$ cat config.mk
export PLATFORM = sky130hd
export DESIGN_NAME = sndcomm_mailbox_flat
export DESIGN_NICKNAME = d
export VERILOG_FILES = /design/src/rtl/sndcomm_pkg.sv /design/src/rtl/sndcomm_if.sv /design/src/rtl/sndcomm_port.sv /design/src/rtl/sndcomm_mailbox.sv /design/src/flat_wrapper.sv
export SDC_FILE = /design/constraint.sdc
export NUM_CORES = 1
export LEC_CHECK = 0
export CAP_MARGIN = 20
export CORE_ASPECT_RATIO = 0.9
export CORE_UTILIZATION = 30
export CTS_CLUSTER_SIZE = 10
export DETAILED_ROUTE_END_ITERATION = 10
export SYNTH_ARGS = -nofsm -noshare
export SYNTH_HDL_FRONTEND = slang
export SYNTH_SLANG_ARGS = --single-unit
$ cat constraint.sdc
create_clock -name CLK -period 2 [get_ports CLK]
set_clock_uncertainty 0.15 [all_clocks]
set_input_delay 0.5 -clock CLK [delete_from_list [all_inputs] [get_ports CLK]]
set_output_delay 0.5 -clock CLK [all_outputs]
set_load 0.1 [all_outputs]
$ cat src/rtl/sndcomm_pkg.sv
`default_nettype none
// ============================================================================
//  Module      : sndcomm_pkg
//  Description : Shared page offsets, status bit positions and page decode
//                for the sound-communication mailbox.
//  Revision    : 1.0 - initial release
// ============================================================================
package sndcomm_pkg;

    localparam int STATUS_OFS  = 0;
    localparam int NMI_DIS_OFS = 1;
    localparam int NMI_EN_OFS  = 2;
    localparam int ROUT_OFS    = 3;

    localparam int ST_IN_READY = 0;
    localparam int ST_OUT_PEND = 1;

    typedef enum logic [1:0] {
        PK_SLOT,
        PK_STATUS,
        PK_CTRL,
        PK_NONE
    } page_kind_e;

    function automatic page_kind_e decodePage(input int page, input int numSlots);
        if (page < numSlots)
            return PK_SLOT;
        else if (page == numSlots + STATUS_OFS)
            return PK_STATUS;
        else if (page >= numSlots + NMI_DIS_OFS && page <= numSlots + ROUT_OFS)
            return PK_CTRL;
        return PK_NONE;
    endfunction

endpackage
`default_nettype wire

$ cat src/rtl/sndcomm_if.sv
`default_nettype none
// ============================================================================
//  Module      : sndcomm_if
//  Description : One CPU bus port of the mailbox (chip select, strobes,
//                address bit, data in/out and output-enable).
//  Revision    : 1.0 - initial release
// ============================================================================
interface sndcomm_if #(
    parameter int DATA_W = 4
);
    logic              nCS;
    logic              nRD;
    logic              nWR;
    logic              A0;
    logic [DATA_W-1:0] D_I;
    logic [DATA_W-1:0] D_O;
    logic              D_OE;

    modport master (
        output nCS, nRD, nWR, A0, D_I,
        input  D_O, D_OE
    );

    modport slave (
        input  nCS, nRD, nWR, A0, D_I,
        output D_O, D_OE
    );
endinterface
`default_nettype wire

$ cat src/rtl/sndcomm_port.sv
`default_nettype none
// ============================================================================
//  Module      : sndcomm_port
//  Description : Per-CPU access front end: optional input synchroniser
//                (SNDCOMM_SYNC_EN), strobe edge detect, page pointer, decode.
//  Revision    : 1.0 - initial release
// ============================================================================
module sndcomm_port
    import sndcomm_pkg::*;
#(
    parameter int DATA_W    = 4,
    parameter int NUM_SLOTS = 4,
    parameter int PAGE_W    = 4
) (
    input  wire logic              clk,
    input  wire logic              rst_n,
    input  wire logic              i_nCs,
    input  wire logic              i_nRd,
    input  wire logic              i_nWr,
    input  wire logic              i_a0,
    input  wire logic [DATA_W-1:0] i_data,
    output logic                   o_wrCommit,
    output logic                   o_rdCommit,
    output page_kind_e             o_kind,
    output logic [PAGE_W-1:0]      o_page,
    output logic [DATA_W-1:0]      o_wrData
);

    // Sample layout: {nCS, nRD, nWR, A0, data}; idle value keeps strobes high.
    localparam int              IN_W   = DATA_W + 4;
    localparam logic [IN_W-1:0] c_IDLE = {3'b111, {(DATA_W + 1){1'b0}}};

    logic [IN_W-1:0]   w_raw;
    logic [IN_W-1:0]   w_in;
    logic [IN_W-1:0]   r_cur;
    logic [IN_W-1:0]   r_prev;
    logic [PAGE_W-1:0] r_ptr;
    logic              w_wrEdge;
    logic              w_rdEdge;
    logic              w_pageLoad;

    assign w_raw = {i_nCs, i_nRd, i_nWr, i_a0, i_data};

`ifdef SNDCOMM_SYNC_EN
    logic [IN_W-1:0] r_sync1;
    logic [IN_W-1:0] r_sync2;

    always_ff @(posedge clk or negedge rst_n) begin
        if (!rst_n) begin
            r_sync1 <= c_IDLE;
            r_sync2 <= c_IDLE;
        end else begin
            r_sync1 <= w_raw;
            r_sync2 <= r_sync1;
        end
    end

    assign w_in = r_sync2;
`else
    assign w_in = w_raw;
`endif

    always_ff @(posedge clk or negedge rst_n) begin
        if (!rst_n) begin
            r_cur  <= c_IDLE;
            r_prev <= c_IDLE;
        end else begin
            r_cur  <= w_in;
            r_prev <= r_cur;
        end
    end

    // Commit on the rising strobe; CS, A0 and data come from the last low sample.
    assign w_wrEdge   = r_cur[IN_W-3] & ~r_prev[IN_W-3] & ~r_prev[IN_W-1];
    assign w_rdEdge   = r_cur[IN_W-2] & ~r_prev[IN_W-2] & ~r_prev[IN_W-1];
    assign o_wrCommit = w_wrEdge & r_prev[DATA_W];
    assign o_rdCommit = w_rdEdge & r_prev[DATA_W];
    assign w_pageLoad = w_wrEdge & ~r_prev[DATA_W];
    assign o_wrData   = r_prev[DATA_W-1:0];
    assign o_kind     = decodePage(int'(r_ptr), NUM_SLOTS);
    assign o_page     = r_ptr;

    always_ff @(posedge clk or negedge rst_n) begin
        if (!rst_n) begin
            r_ptr <= '0;
        end else if (w_pageLoad) begin
            r_ptr <= r_prev[PAGE_W-1:0];
        end else if ((o_wrCommit || o_rdCommit) && o_kind == PK_SLOT) begin
            r_ptr <= (int'(r_ptr) == NUM_SLOTS - 1) ? '0 : r_ptr + 1'b1;
        end
    end

endmodule
`default_nettype wire

$ cat src/rtl/sndcomm_mailbox.sv
`default_nettype none
// ============================================================================
//  Module      : sndcomm_mailbox
//  Description : Main/sound CPU mailbox with paged slots, status, NMI and
//                sound-CPU reset control. SNDCOMM_SYNC_EN adds input sync.
//  Revision    : 1.0 - initial release
// ============================================================================
module sndcomm_mailbox
    import sndcomm_pkg::*;
#(
    parameter int DATA_W    = 4,
    parameter int NUM_SLOTS = 4,
    parameter int PAGE_W    = 4
) (
    input  wire logic CLK,
    input  wire logic nIC,
    sndcomm_if.slave  mBus,
    sndcomm_if.slave  sBus,
    output logic      nNMI,
    output logic      nROUT
);

    localparam int SLOT_W = (NUM_SLOTS > 1) ? $clog2(NUM_SLOTS) : 1;

    logic              w_mWr, w_mRd, w_sWr, w_sRd;
    page_kind_e        w_mKind, w_sKind;
    logic [PAGE_W-1:0] w_mPage, w_sPage;
    logic [DATA_W-1:0] w_mData, w_sData;
    logic [DATA_W-1:0] w_mRdData, w_sRdData;
    logic              w_mOe, w_sOe;
    logic              w_mLast, w_sLast;

    logic [DATA_W-1:0] r_m2s [NUM_SLOTS];
    logic [DATA_W-1:0] r_s2m [NUM_SLOTS];
    logic              r_m2sReady;
    logic              r_s2mReady;
    logic              r_nmiEn;
    logic              r_rout;

    sndcomm_port #(.DATA_W(DATA_W), .NUM_SLOTS(NUM_SLOTS), .PAGE_W(PAGE_W)) u_mPort (
        .clk(CLK), .rst_n(nIC),
        .i_nCs(mBus.nCS), .i_nRd(mBus.nRD), .i_nWr(mBus.nWR), .i_a0(mBus.A0), .i_data(mBus.D_I),
        .o_wrCommit(w_mWr), .o_rdCommit(w_mRd), .o_kind(w_mKind), .o_page(w_mPage), .o_wrData(w_mData)
    );

    sndcomm_port #(.DATA_W(DATA_W), .NUM_SLOTS(NUM_SLOTS), .PAGE_W(PAGE_W)) u_sPort (
        .clk(CLK), .rst_n(nIC),
        .i_nCs(sBus.nCS), .i_nRd(sBus.nRD), .i_nWr(sBus.nWR), .i_a0(sBus.A0), .i_data(sBus.D_I),
        .o_wrCommit(w_sWr), .o_rdCommit(w_sRd), .o_kind(w_sKind), .o_page(w_sPage), .o_wrData(w_sData)
    );

    assign w_mLast = (w_mKind == PK_SLOT) && (int'(w_mPage) == NUM_SLOTS - 1);
    assign w_sLast = (w_sKind == PK_SLOT) && (int'(w_sPage) == NUM_SLOTS - 1);
    assign w_mOe   = ~mBus.nCS & ~mBus.nRD;
    assign w_sOe   = ~sBus.nCS & ~sBus.nRD;

    always_ff @(posedge CLK or negedge nIC) begin
        if (!nIC) begin
            r_m2s      <= '{default: '0};
            r_s2m      <= '{default: '0};
            r_m2sReady <= 1'b0;
            r_s2mReady <= 1'b0;
            r_nmiEn    <= 1'b0;
            r_rout     <= 1'b1;
        end else begin
            if (w_mWr && w_mKind == PK_SLOT)
                r_m2s[w_mPage[SLOT_W-1:0]] <= w_mData;
            if (w_sWr && w_sKind == PK_SLOT)
                r_s2m[w_sPage[SLOT_W-1:0]] <= w_sData;

            // Set has priority over a same-cycle clear from the receiving side.
            if (w_mWr && w_mLast)
                r_m2sReady <= 1'b1;
            else if (w_sRd && w_sLast)
                r_m2sReady <= 1'b0;

            if (w_sWr && w_sLast)
                r_s2mReady <= 1'b1;
            else if (w_mRd && w_mLast)
                r_s2mReady <= 1'b0;

            if (w_sWr && int'(w_sPage) == NUM_SLOTS + NMI_DIS_OFS)
                r_nmiEn <= 1'b0;
            else if (w_sWr && int'(w_sPage) == NUM_SLOTS + NMI_EN_OFS)
                r_nmiEn <= 1'b1;

            if (w_mWr && int'(w_mPage) == NUM_SLOTS + ROUT_OFS)
                r_rout <= w_mData[0];
        end
    end

    // Read data follows the live pointer and A0; nothing changes until commit.
    always_comb begin
        w_mRdData = '0;
        if (w_mOe) begin
            if (!mBus.A0) begin
                w_mRdData[PAGE_W-1:0] = w_mPage;
            end else begin
                case (w_mKind)
                    PK_SLOT: w_mRdData = r_s2m[w_mPage[SLOT_W-1:0]];
                    PK_STATUS: begin
                        w_mRdData[ST_IN_READY] = r_s2mReady;
                        w_mRdData[ST_OUT_PEND] = r_m2sReady;
                    end
                    default: ;
                endcase
            end
        end
    end

    always_comb begin
        w_sRdData = '0;
        if (w_sOe) begin
            if (!sBus.A0) begin
                w_sRdData[PAGE_W-1:0] = w_sPage;
            end else begin
                case (w_sKind)
                    PK_SLOT: w_sRdData = r_m2s[w_sPage[SLOT_W-1:0]];
                    PK_STATUS: begin
                        w_sRdData[ST_IN_READY] = r_m2sReady;
                        w_sRdData[ST_OUT_PEND] = r_s2mReady;
                    end
                    default: ;
                endcase
            end
        end
    end

    assign mBus.D_O  = w_mRdData;
    assign mBus.D_OE = w_mOe;
    assign sBus.D_O  = w_sRdData;
    assign sBus.D_OE = w_sOe;
    assign nNMI      = ~(r_nmiEn & r_m2sReady);
    assign nROUT     = ~r_rout;

endmodule
`default_nettype wire

$ cat src/flat_wrapper.sv
// flat-port wrapper written by rule: the top's interface ports become plain ports
module sndcomm_mailbox_flat import sndcomm_pkg::*;
#(
    parameter int DATA_W    = 4,
    parameter int NUM_SLOTS = 4,
    parameter int PAGE_W    = 4
)
  (CLK, nIC, nNMI, nROUT, mBus_nCS, mBus_nRD, mBus_nWR, mBus_A0, mBus_D_I, mBus_D_O, mBus_D_OE, sBus_nCS, sBus_nRD, sBus_nWR, sBus_A0, sBus_D_I, sBus_D_O, sBus_D_OE);
  sndcomm_if #(.DATA_W(DATA_W)) mBus_i ();
  sndcomm_if #(.DATA_W(DATA_W)) sBus_i ();
  input  wire logic CLK;
  input  wire logic nIC;
  output logic nNMI;
  output logic nROUT;
  input wire logic [$bits(mBus_i.nCS)-1:0] mBus_nCS;
  input wire logic [$bits(mBus_i.nRD)-1:0] mBus_nRD;
  input wire logic [$bits(mBus_i.nWR)-1:0] mBus_nWR;
  input wire logic [$bits(mBus_i.A0)-1:0] mBus_A0;
  input wire logic [$bits(mBus_i.D_I)-1:0] mBus_D_I;
  output wire logic [$bits(mBus_i.D_O)-1:0] mBus_D_O;
  output wire logic [$bits(mBus_i.D_OE)-1:0] mBus_D_OE;
  input wire logic [$bits(sBus_i.nCS)-1:0] sBus_nCS;
  input wire logic [$bits(sBus_i.nRD)-1:0] sBus_nRD;
  input wire logic [$bits(sBus_i.nWR)-1:0] sBus_nWR;
  input wire logic [$bits(sBus_i.A0)-1:0] sBus_A0;
  input wire logic [$bits(sBus_i.D_I)-1:0] sBus_D_I;
  output wire logic [$bits(sBus_i.D_O)-1:0] sBus_D_O;
  output wire logic [$bits(sBus_i.D_OE)-1:0] sBus_D_OE;
  assign mBus_i.nCS = mBus_nCS;
  assign mBus_i.nRD = mBus_nRD;
  assign mBus_i.nWR = mBus_nWR;
  assign mBus_i.A0 = mBus_A0;
  assign mBus_i.D_I = mBus_D_I;
  assign mBus_D_O = mBus_i.D_O;
  assign mBus_D_OE = mBus_i.D_OE;
  assign sBus_i.nCS = sBus_nCS;
  assign sBus_i.nRD = sBus_nRD;
  assign sBus_i.nWR = sBus_nWR;
  assign sBus_i.A0 = sBus_A0;
  assign sBus_i.D_I = sBus_D_I;
  assign sBus_D_O = sBus_i.D_O;
  assign sBus_D_OE = sBus_i.D_OE;
  sndcomm_mailbox #(.DATA_W(DATA_W), .NUM_SLOTS(NUM_SLOTS), .PAGE_W(PAGE_W)) u_core (.CLK(CLK), .nIC(nIC), .mBus(mBus_i), .sBus(sBus_i), .nNMI(nNMI), .nROUT(nROUT));
endmodule
# Yosys cells after proc, flatten, opt, wreduce, memory -nomap -nowiden
# Cells that the tools add are included.
[word_totals]
word_cells = 144
inputBits = 18
reg_bits = 76
[op_classes]
addsub = 2
reduce_logical = 26
n_mux = 46
bitwise_logic = 33
magnitude_cmp = 10
n_eq_ne = 9
[ops]
columns = ["cell", "count"]
rows = [
  ["2-to-1 mux 4 bit", 16],
  ["bitwise mux 16 bit", 2],
  ["== test 4 bit (second input constant)", 5],
  ["2-to-1 mux 2 bit", 10],
  ["AND 1 bit", 17],
  ["logical AND 1 bit", 17],
  ["binary-select mux 4 bit (select 2 bit)", 2],
  ["demux 4 bit (select 2 bit)", 2],
  ["NOT 1 bit", 14],
  ["2-to-1 mux 1 bit", 12],
  ["nonzero test 2 bit", 5],
  ["adder 4 x 1 -> 4 bit (second input constant)", 2],
  ["== test 4 x 3 -> 1 bit (second input constant)", 2],
  ["greater-or-equal comparator 4 x 3 -> 1 bit (second input constant)", 2],
  ["less-or-equal comparator 4 x 3 -> 1 bit (second input constant)", 2],
  ["less-than comparator 4 x 3 -> 1 bit (second input constant)", 2],
  ["case mux 2 bit (2 select lines)", 2],
  ["greater-or-equal comparator 3 bit (second input constant)", 2],
  ["less-than comparator 3 x 1 -> 1 bit (second input constant)", 2],
  ["NOT 2 -> 3 bit", 2],
  ["== test 2 x 1 -> 1 bit (second input constant)", 2],
  ["zero test 2 bit", 2],
  ["logical OR 1 bit", 2],
]

# Longest topological paths before layout
# Gate-level depths: netlist (run 1).
[logic_depth]
depth_word = 11
ltp_mapped = 6
depth_no_buf = 5

# Hierarchy
# Synthesis (run 1) repeated with hierarchy kept, for this count alone.
[hier_totals]
hier_cells = 260
hier_area_um2 = 3445.8
[modules_own_cells]
columns = ["mod", "instances", "cells_each", "area_each_um2"]
rows = [
  ["sndcomm_mailbox", 1, 146, 1886.8],
  ["sndcomm_port", 2, 57, 779.5],
]

# Least setup slack after synthesis (run 1)
# OpenSTA, ideal clock, no wires.
[synth_path]
path_kind = "input port to output port"
from = "input port sBus_nCS"
to = "output port sBus_D_O[2]"
arrival_time_ns = 4.270
cell_stages = 3
t_required_ns = 1.350
path_buffers = 0
slack_ns = -2.920
cell_sequence = "nor2_1 o211ai_1 o21ai_0"
[synth_via]
elab_chain_len = 3
[synth_lines]
columns = ["item", "line", "source"]
rows = [
  ["from (decl)", "flat_wrapper.sv:22", "input wire logic [$bits(sBus_i.nCS)-1:0] sBus_nCS;"],
  ["NOT 1 bit", "sndcomm_mailbox.sv:55", "assign w_sOe = ~sBus.nCS & ~sBus.nRD;"],
  ["AND 1 bit", "sndcomm_mailbox.sv:55", ""],
  ["2-to-1 mux 4 bit", "sndcomm_mailbox.sv:113", "if (w_sOe) begin"],
  ["to (decl)", "flat_wrapper.sv:27", "output wire logic [$bits(sBus_i.D_O)-1:0] sBus_D_O;"],
]
# Every way passes these cells.

# Worst setup path after layout (run 1)
[layout_path]
from = "register u_core.u_sPort.r_ptr[0] (netlist: u_core.u_sPort.o_page[0])"
to = "output port sBus_D_O[3]"
[layout_via]
elab_chain_len = 10
word_cells_on_any_way = 19
[layout_lines]
columns = ["item", "line", "source"]
rows = [
  ["from (decl)", "sndcomm_port.sv:37", "logic [PAGE_W-1:0] r_ptr;"],
  ["from (signal assigned)", "sndcomm_port.sv:87", "r_ptr <= r_prev[PAGE_W-1:0];"],
  ["from (signal assigned)", "sndcomm_port.sv:89", "r_ptr <= (int'(r_ptr) == NUM_SLOTS - 1) ? '0 : r_ptr + 1'b1;"],
  ["greater-or-equal comparator 4 x 3 -> 1 bit / less-or-equal comparator 4 x 3 -> 1 bit (equally long branches)", "sndcomm_pkg.sv:30", "else if (page >= numSlots + NMI_DIS_OFS && page <= numSlots + ROUT_OFS)"],
  ["logical AND 1 bit", "sndcomm_pkg.sv:30", ""],
  ["2-to-1 mux 1 bit", "sndcomm_pkg.sv:30", ""],
  ["2-to-1 mux 1 bit", "sndcomm_pkg.sv:28", "else if (page == numSlots + STATUS_OFS)"],
  ["2-to-1 mux 1 bit", "sndcomm_pkg.sv:26", "if (page < numSlots)"],
  ["2-to-1 mux 2 bit", "sndcomm_pkg.sv:32", "return PK_NONE;"],
  ["zero test 2 bit", "sndcomm_mailbox.sv:117", "case (w_sKind)"],
  ["2-to-1 mux 2 bit *", "sndcomm_mailbox.sv:117", ""],
  ["2-to-1 mux 4 bit *", "sndcomm_mailbox.sv:114", "if (!sBus.A0) begin"],
  ["2-to-1 mux 4 bit *", "sndcomm_mailbox.sv:113", ""],
]
# Mark *: on every way between the ends. The rest lies on a longest branch, timed or not. The select of a mux whose other input is x is not followed.

==> flow_metrics.tcl, run 1 <==
set metrics [dict create \
    drt-total-wl_um 6837 \
    start_util_pct 31.02 \
    reg2reg_depth 8 \
    synthArstFlopShare_pct 100.0 \
    worstSetupPathType "register to primary output" \
    crit_fanout 5 \
    die-area_um2 11100 \
    die_w_um 111.0 \
    n_antenna_cell 0 \
    hold_path_class "register to register" \
    core_area_um2 10330 \
    dr.first_iter.drc_count 79 \
    clock-sinks 76 \
    fp.dieH_um 100.1 \
    post-place-cells 423 \
    violations "design-rule violations, negative setup slack" \
    grt_pass1_wl_um 11320 \
    cts.htree.levels 3 \
    synth_compound_area_share_pct 6.714 \
    slew_headroom_pct 71.28 \
    fin_ws_ns -0.5099 \
    syn_to_final_growth_pct 46.06 \
    synth_top_family_by_area "multiplexers" \
    grt_pass1_vias 2280 \
    r2r_end "u_core.r_m2s[15]$_DFFE_PN0P_" \
    path_clk_slew_ns 0.06 \
    antenna_found_initial 0 \
    port_buffers 29 \
    grt_max_degree 32 \
    cts_tree "yes" \
    powerDensity_nw_per_um2 1157 \
    cp-start-kind "register" \
    ys_warn_count 0 \
    worst_pin_slew_ns 0.4309 \
    wl_per_cell_um 15.13 \
    ioPinCount 30 \
    synthesis.nets 253 \
    cp-end-kind "primary output" \
    timing.final.crit_period_ns 2.510 \
    rsz0062_at_grt "yes" \
    final-instance-count-excl-fill 452 \
    maxCapViolations 0 \
    gr-total-overflow 0 \
    syn_area_um2 3206 \
    synthSimpleGateAreaFrac_pct 10.62 \
    max_freq_ghz 0.3984 \
    setup_viol 8 \
    vias 2108 \
    synthCells 227 \
    placed_cell_area_um2 4238 \
    drtPass1Iterations 7 \
    hold_end "u_core.u_mPort.r_prev[1]$_DFF_PN0_" \
    routabilityCongestion 0.7799 \
    root_buffer "clkbuf_16" \
    grtUsageTotal_pct 13.81 \
    hp-start "u_core.u_mPort.r_cur[1]$_DFF_PN0_" \
    arrival_ns 1.86 \
    cp-startpoint "u_core.u_sPort.o_page[0]$_DFFE_PN0P_" \
    cp.required_ns 1.35 \
    dp_hpwl_um 4976 \
    finalCritPeriodShare_pct 125.5 \
    drive_above_1_share_pct 53.87 \
    synth_xor_area_share_pct 0 \
    drcViolationCount 5 \
    design_area_um2 4682 \
    yosysSeqAreaShare_pct 59.84 \
    clockBufferDepth 2 \
    synth-edff-count 0 \
    outcome "finished with violations" \
    p_leak_nw 2.046 \
    ir_worst_vdd_uv 424.9 \
    synthMuxAreaShare_pct 18.19 \
    fin_nets 344 \
    numCtsBuffers 9 \
    ant_nets 0 \
    holdPathStages 0 \
    r2r-start "u_core.u_mPort.o_page[0]$_DFFE_PN0P_" \
    regToRegSetupSlack_ns 0.04 \
    ys_types 39 \
    synth_fa_ha_area_share_pct 3.123 \
    rows 35 \
    synth-seq-cells 76 \
    clkLatencyLatePin_ns 0.34 \
    hold_viol 0 \
    drv_slew 0 \
    avgSynthCellArea_um2 14.12 \
    ys.flop_type "dfrtp_1" \
    viasPerCell 4.664 \
]
## final cells by class
cell class / count / area, µm²
Fill cell: 948 / 5653
Clock buffer: 10 / 229.0
Tap cell: 129 / 161.4
Inverter: 8 / 36.28
Sequential cell: 76 / 1921
Clock inverter: 6 / 63.81
Timing Repair Buffer: 84 / 853.3
Multi-Input combinational cell: 139 / 1418
## routing by layer
layer  vias up  part of all wire, %  GRT usage [%]  routed length [µm]
met5         -                    0              0                   0
met1      1044                   51          18.47                3490
li1       1015                    -              -                   -
met4         0                  1.9          6.322                 132
met3        11                  3.5          4.046                 242
met2        38                   43          20.80                2971
## Yosys cell counts (5+ instances only)
library cell | instances | area share (%)
o21ai_0 | 7 | 1.1
nand2_1 | 8 | 0.94
dfrtp_1 | 63 | 49
nand3_1 | 11 | 1.7
nand2b_1 | 5 | 0.98
mux2_2 | 40 | 14
dfstp_2 | 13 | 11
inv_1 | 8 | 0.94
ha_1 | 8 | 3.1
nor2_1 | 5 | 0.59
o211ai_1 | 8 | 1.9
mux4_2 | 5 | 3.5
nor2b_1 | 6 | 1.2
## report_power, final
part           switching (mW)  leakage, nW  internal, mW
logic                   0.770        0.975         0.964
registers               0.223        0.932          1.88
clock network           0.617        0.139         0.965
## cells by family after synthesis
kind of cell | after synthesis
AOI/OAI and AO/OA | 32
buffers and inverters | 12
adders and majority gates | 8
DFF | 76
and+or+nand+nor | 52
muxes | 47
## state kept, by name (all words and copies together), names as in the netlist
register,count
u_core.r_rout,1
u_core.r_s2m,16
u_core.r_m2s,16
u_core.u_mPort.r_cur,8
u_core.r_nmiEn,1
u_core.u_sPort.r_prev,8
u_core.r_s2mReady,1
u_core.u_sPort.o_page,4
u_core.u_mPort.o_page,4
u_core.u_mPort.r_prev,8
u_core.u_sPort.r_cur,8
u_core.r_m2sReady,1
## how the worst max path moves through the flow
stage                   to  slack, ns  cells after the start
6_report       sBus_D_O[3]      -0.51                      5
5_1_grt        sBus_D_O[3]      -0.59                      5
4_1_cts        sBus_D_O[3]      -0.56                      5
3_5_place_dp   sBus_D_O[1]      -0.47                      5
3_3_place_gp   sBus_D_O[1]      -0.42                      5
2_1_floorplan  sBus_D_O[1]      -0.54                      3
## stage by stage
stage	utilization (%)	power [mW]	hold slack, ns	setup TNS (ns)	setup WS [ns]
2_1_floorplan	-	3.005	0.05441	-2.797	-0.5378
3_3_place_gp	41.00	3.644	0.1831	-3.113	-0.4219
3_5_place_dp	41.00	3.687	0.1847	-3.241	-0.4652
4_1_cts	44.70	5.396	0.1976	-3.624	-0.5578
5_1_grt	45.30	5.723	0.2069	-4.060	-0.5866
6_report	45.30	5.416	0.1968	-3.437	-0.5099
## cell usage in the layout, fill, tap and decap left out, drive strengths merged, types with 3 or more instances in the layout
master and count:
o211ai 8, nor2b 6, clkinvlp 3, o21ai 7, mux2 40, a31oi 3, mux4 5, clkdlybuf4s50 11
nor4b 4, inv 8, clkbuf 12, dfrtp 63, a21oi 4, nor2 5, nand2 8, o21a 3
nand2b 5, ha 8, dfstp 13, nand3 11, buf 67
## critical path: stages, from the launching register on
cell,delay (ns)
dfrtp_2,0.41
buf_6,0.14
mux4_2,0.51
nand4_1,0.16
o41ai_4,0.11
buf_12,0.18
## what timing repair did
item	CTS	global route
pin swaps	9	7
setup endpoints to repair	12	13
hold buffers	1	0
gates resized for setup	23	5
setup buffers	7	6
endpoints found under the hold margin	15	0
(Power assumes the default switching activity.)
==> run 2: changes to the inputs <==
--- a/config.mk
+++ b/config.mk
@@ -5,11 +5,12 @@
 export SDC_FILE = /design/constraint.sdc
 export NUM_CORES = 1
 export LEC_CHECK = 0
-export CAP_MARGIN = 20
+export CAP_MARGIN = 10
 export CORE_ASPECT_RATIO = 0.9
 export CORE_UTILIZATION = 30
 export CTS_CLUSTER_SIZE = 10
 export DETAILED_ROUTE_END_ITERATION = 10
+export PLACE_DENSITY = 0.54
 export SYNTH_ARGS = -nofsm -noshare
 export SYNTH_HDL_FRONTEND = slang
 export SYNTH_SLANG_ARGS = --single-unit
==> constraint.sdc (replaced) <==
create_clock -name CLK -period 2.1 [get_ports CLK]
set_clock_uncertainty 0.15 [all_clocks]
set_input_delay 0.525 -clock CLK [delete_from_list [all_inputs] [get_ports CLK]]
set_output_delay 0.525 -clock CLK [all_outputs]
set_load 0.1 [all_outputs]
==> flow_metrics.tcl, run 2 (same netlist as run 1, synthesis figures left out) <==
set metrics [dict create \
    outcome "finished with violations" \
    violations "design-rule violations, negative setup slack" \
    cts.htree.levels 3 \
    clock-sinks 76 \
    core_area_um2 10330 \
    viasPerCell 4.783 \
    fin_nets 338 \
    drtPass1Iterations 7 \
    syn_to_final_growth_pct 45.12 \
    fin_ws_ns -0.4422 \
    numCtsBuffers 9 \
    critical_path.max_stage_delay_ns 0.54 \
    r2r-start "u_core.u_mPort.o_page[3]$_DFFE_PN0P_" \
    clkLatencyLatePin_ns 0.33 \
    rows 35 \
    hp-start "u_core.u_mPort.r_cur[4]$_DFF_PN0_" \
    cp_slowest_cell "mux4_2" \
    root_buffer "clkbuf_16" \
    worstSetupPathType "register to primary output" \
    seqCellArea_um2 1921 \
    hold_path_class "register to register" \
    die_w_um 111.0 \
    finalCritPeriodShare_pct 121.1 \
    max_freq_ghz 0.3934 \
    fp.dieH_um 100.1 \
    die-area_um2 11100 \
    n_antenna_cell 0 \
    cp-end-kind "primary output" \
    powerDensity_nw_per_um2 1121 \
    start_util_pct 31.02 \
    worst_pin_slew_ns 0.4308 \
    grt_pass1_vias 2349 \
    dp_hpwl_um 5291 \
    gr-total-overflow 0 \
    drv_slew 0 \
    cp.required_ns 1.42 \
    drive_above_1_share_pct 52.68 \
    timing.final.crit_period_ns 2.542 \
    hold_slack_ns 0.1939 \
    holdPathStages 0 \
    drcViolationCount 4 \
    r2r_end "u_core.r_m2s[12]$_DFFE_PN0P_" \
    arrival_ns 1.87 \
    power_mw 5.215 \
    p_leak_nw 2.043 \
    path_delay_family "multiplexers" \
    grt_max_degree 33 \
    crit_chain "mux4_2, a32oi_2, buf_4, a21oi_4, buf_12" \
    ioPinCount 30 \
    final_cell_mix "dfrtp_1 (61), buf_4 (44), mux2_2 (39), buf_12 (13), dfstp_2 (13)" \
    routabilityCongestion 0.7643 \
    ant_nets 0 \
    final_common_cell "dfrtp_1" \
    dr.first_iter.drc_count 56 \
    cp-start-kind "register" \
    hold_end "u_core.u_mPort.r_prev[4]$_DFF_PN0_" \
    final-instance-count-excl-fill 446 \
    hold_viol 0 \
    cts_tree "yes" \
    antenna_found_initial 0 \
    post-place-cells 421 \
    wl_per_cell_um 16.23 \
    clockBufferDepth 2 \
    path_clk_slew_ns 0.06 \
    reg_top3 "u_core.r_m2s: 16 flops, u_core.r_s2m: 16 flops" \
    rsz0062_at_grt "yes" \
    ir_worst_vdd_uv 472.7 \
    nFillCells 947 \
    setup_viol 8 \
    port_buffers 29 \
    regToRegSetupSlack_ns 0.18 \
    slew_headroom_pct 71.17 \
    maxCapViolations 0 \
    cp_num_buf_inv 2 \
    grtUsageTotal_pct 14.52 \
    crit_fanout 5 \
    vias 2133 \
    reg2reg_depth 5 \
    multi_input_area_um2 1414 \
    drt-total-wl_um 7239 \
    grt_pass1_wl_um 12130 \
]
==> run 2: how the worst max path moves through the flow <==
stage / startpoint / to / cells past startpoint
after floorplan: sBus_nRD / sBus_D_O[1] / 3
after global placement: sBus_A0 / sBus_D_O[1] / 5
after detailed placement: sBus_A0 / sBus_D_O[1] / 5
after CTS: u_core.u_sPort.o_page[0]$_DFFE_PN0P_ / sBus_D_O[0] / 5
after global routing: u_core.u_sPort.o_page[0]$_DFFE_PN0P_ / sBus_D_O[0] / 5
final: u_core.u_sPort.o_page[0]$_DFFE_PN0P_ / sBus_D_O[0] / 5
==> run 2: repair_timing <==
item | 4_1_cts | 5_1_grt
hold endpoints to repair | 16 | 0
gates resized for setup | 14 | 10
hold buffers | 1 | 0
setup endpoints to repair | 10 | 10
pin swaps | 7 | 4
buffers inserted | 5 | 3
==> run 2: stage by stage <==
step / setup TNS (ns) / instance area (µm²) / util (%) / worst slack, ns
2_1_floorplan: -2.331 / 3366 / - / -0.4878
3_3_place_gp: -2.803 / 4223 / 40.86 / -0.3746
3_5_place_dp: -3.004 / 4223 / 40.86 / -0.4013
4_1_cts: -3.094 / 4622 / 44.72 / -0.4842
5_1_grt: -3.497 / 4652 / 45.01 / -0.5248
6_report: -2.979 / 4652 / 45.01 / -0.4422
==> run 2: per-layer routing <==
layer | part of all wire, % | track usage (%)
met1 | 48 | 18.89
met2 | 46 | 22.84
met3 | 4.6 | 4.529
met4 | 1.1 | 5.374
met5 | 0 | 0
==> run 2: area by class of cell <==
cell class	instances	share of cell area, %
well taps	129	3.470
clock inverters	3	0.9145
repair buffers	78	17.13
multi-input cells	139	30.39
inverters	8	0.7800
clock buffers	13	6.025
flip-flops and latches	76	41.29
==> run 2: worst register-to-register path, cell delays in order (launching register included) <==
cell and delay, ns:
dfrtp_1 0.41, buf_4 0.17, nor4b_4 0.33, buf_4 0.20, nand3_1 0.21, mux2_2 0.34
==> run 2: power breakdown <==
part           internal, mW  switching, mW  total (mW)
Sequential             1.79          0.203        1.99
Clock                  1.05          0.580        1.63
Combinational         0.850          0.748        1.60
Total                  3.68           1.53        5.21
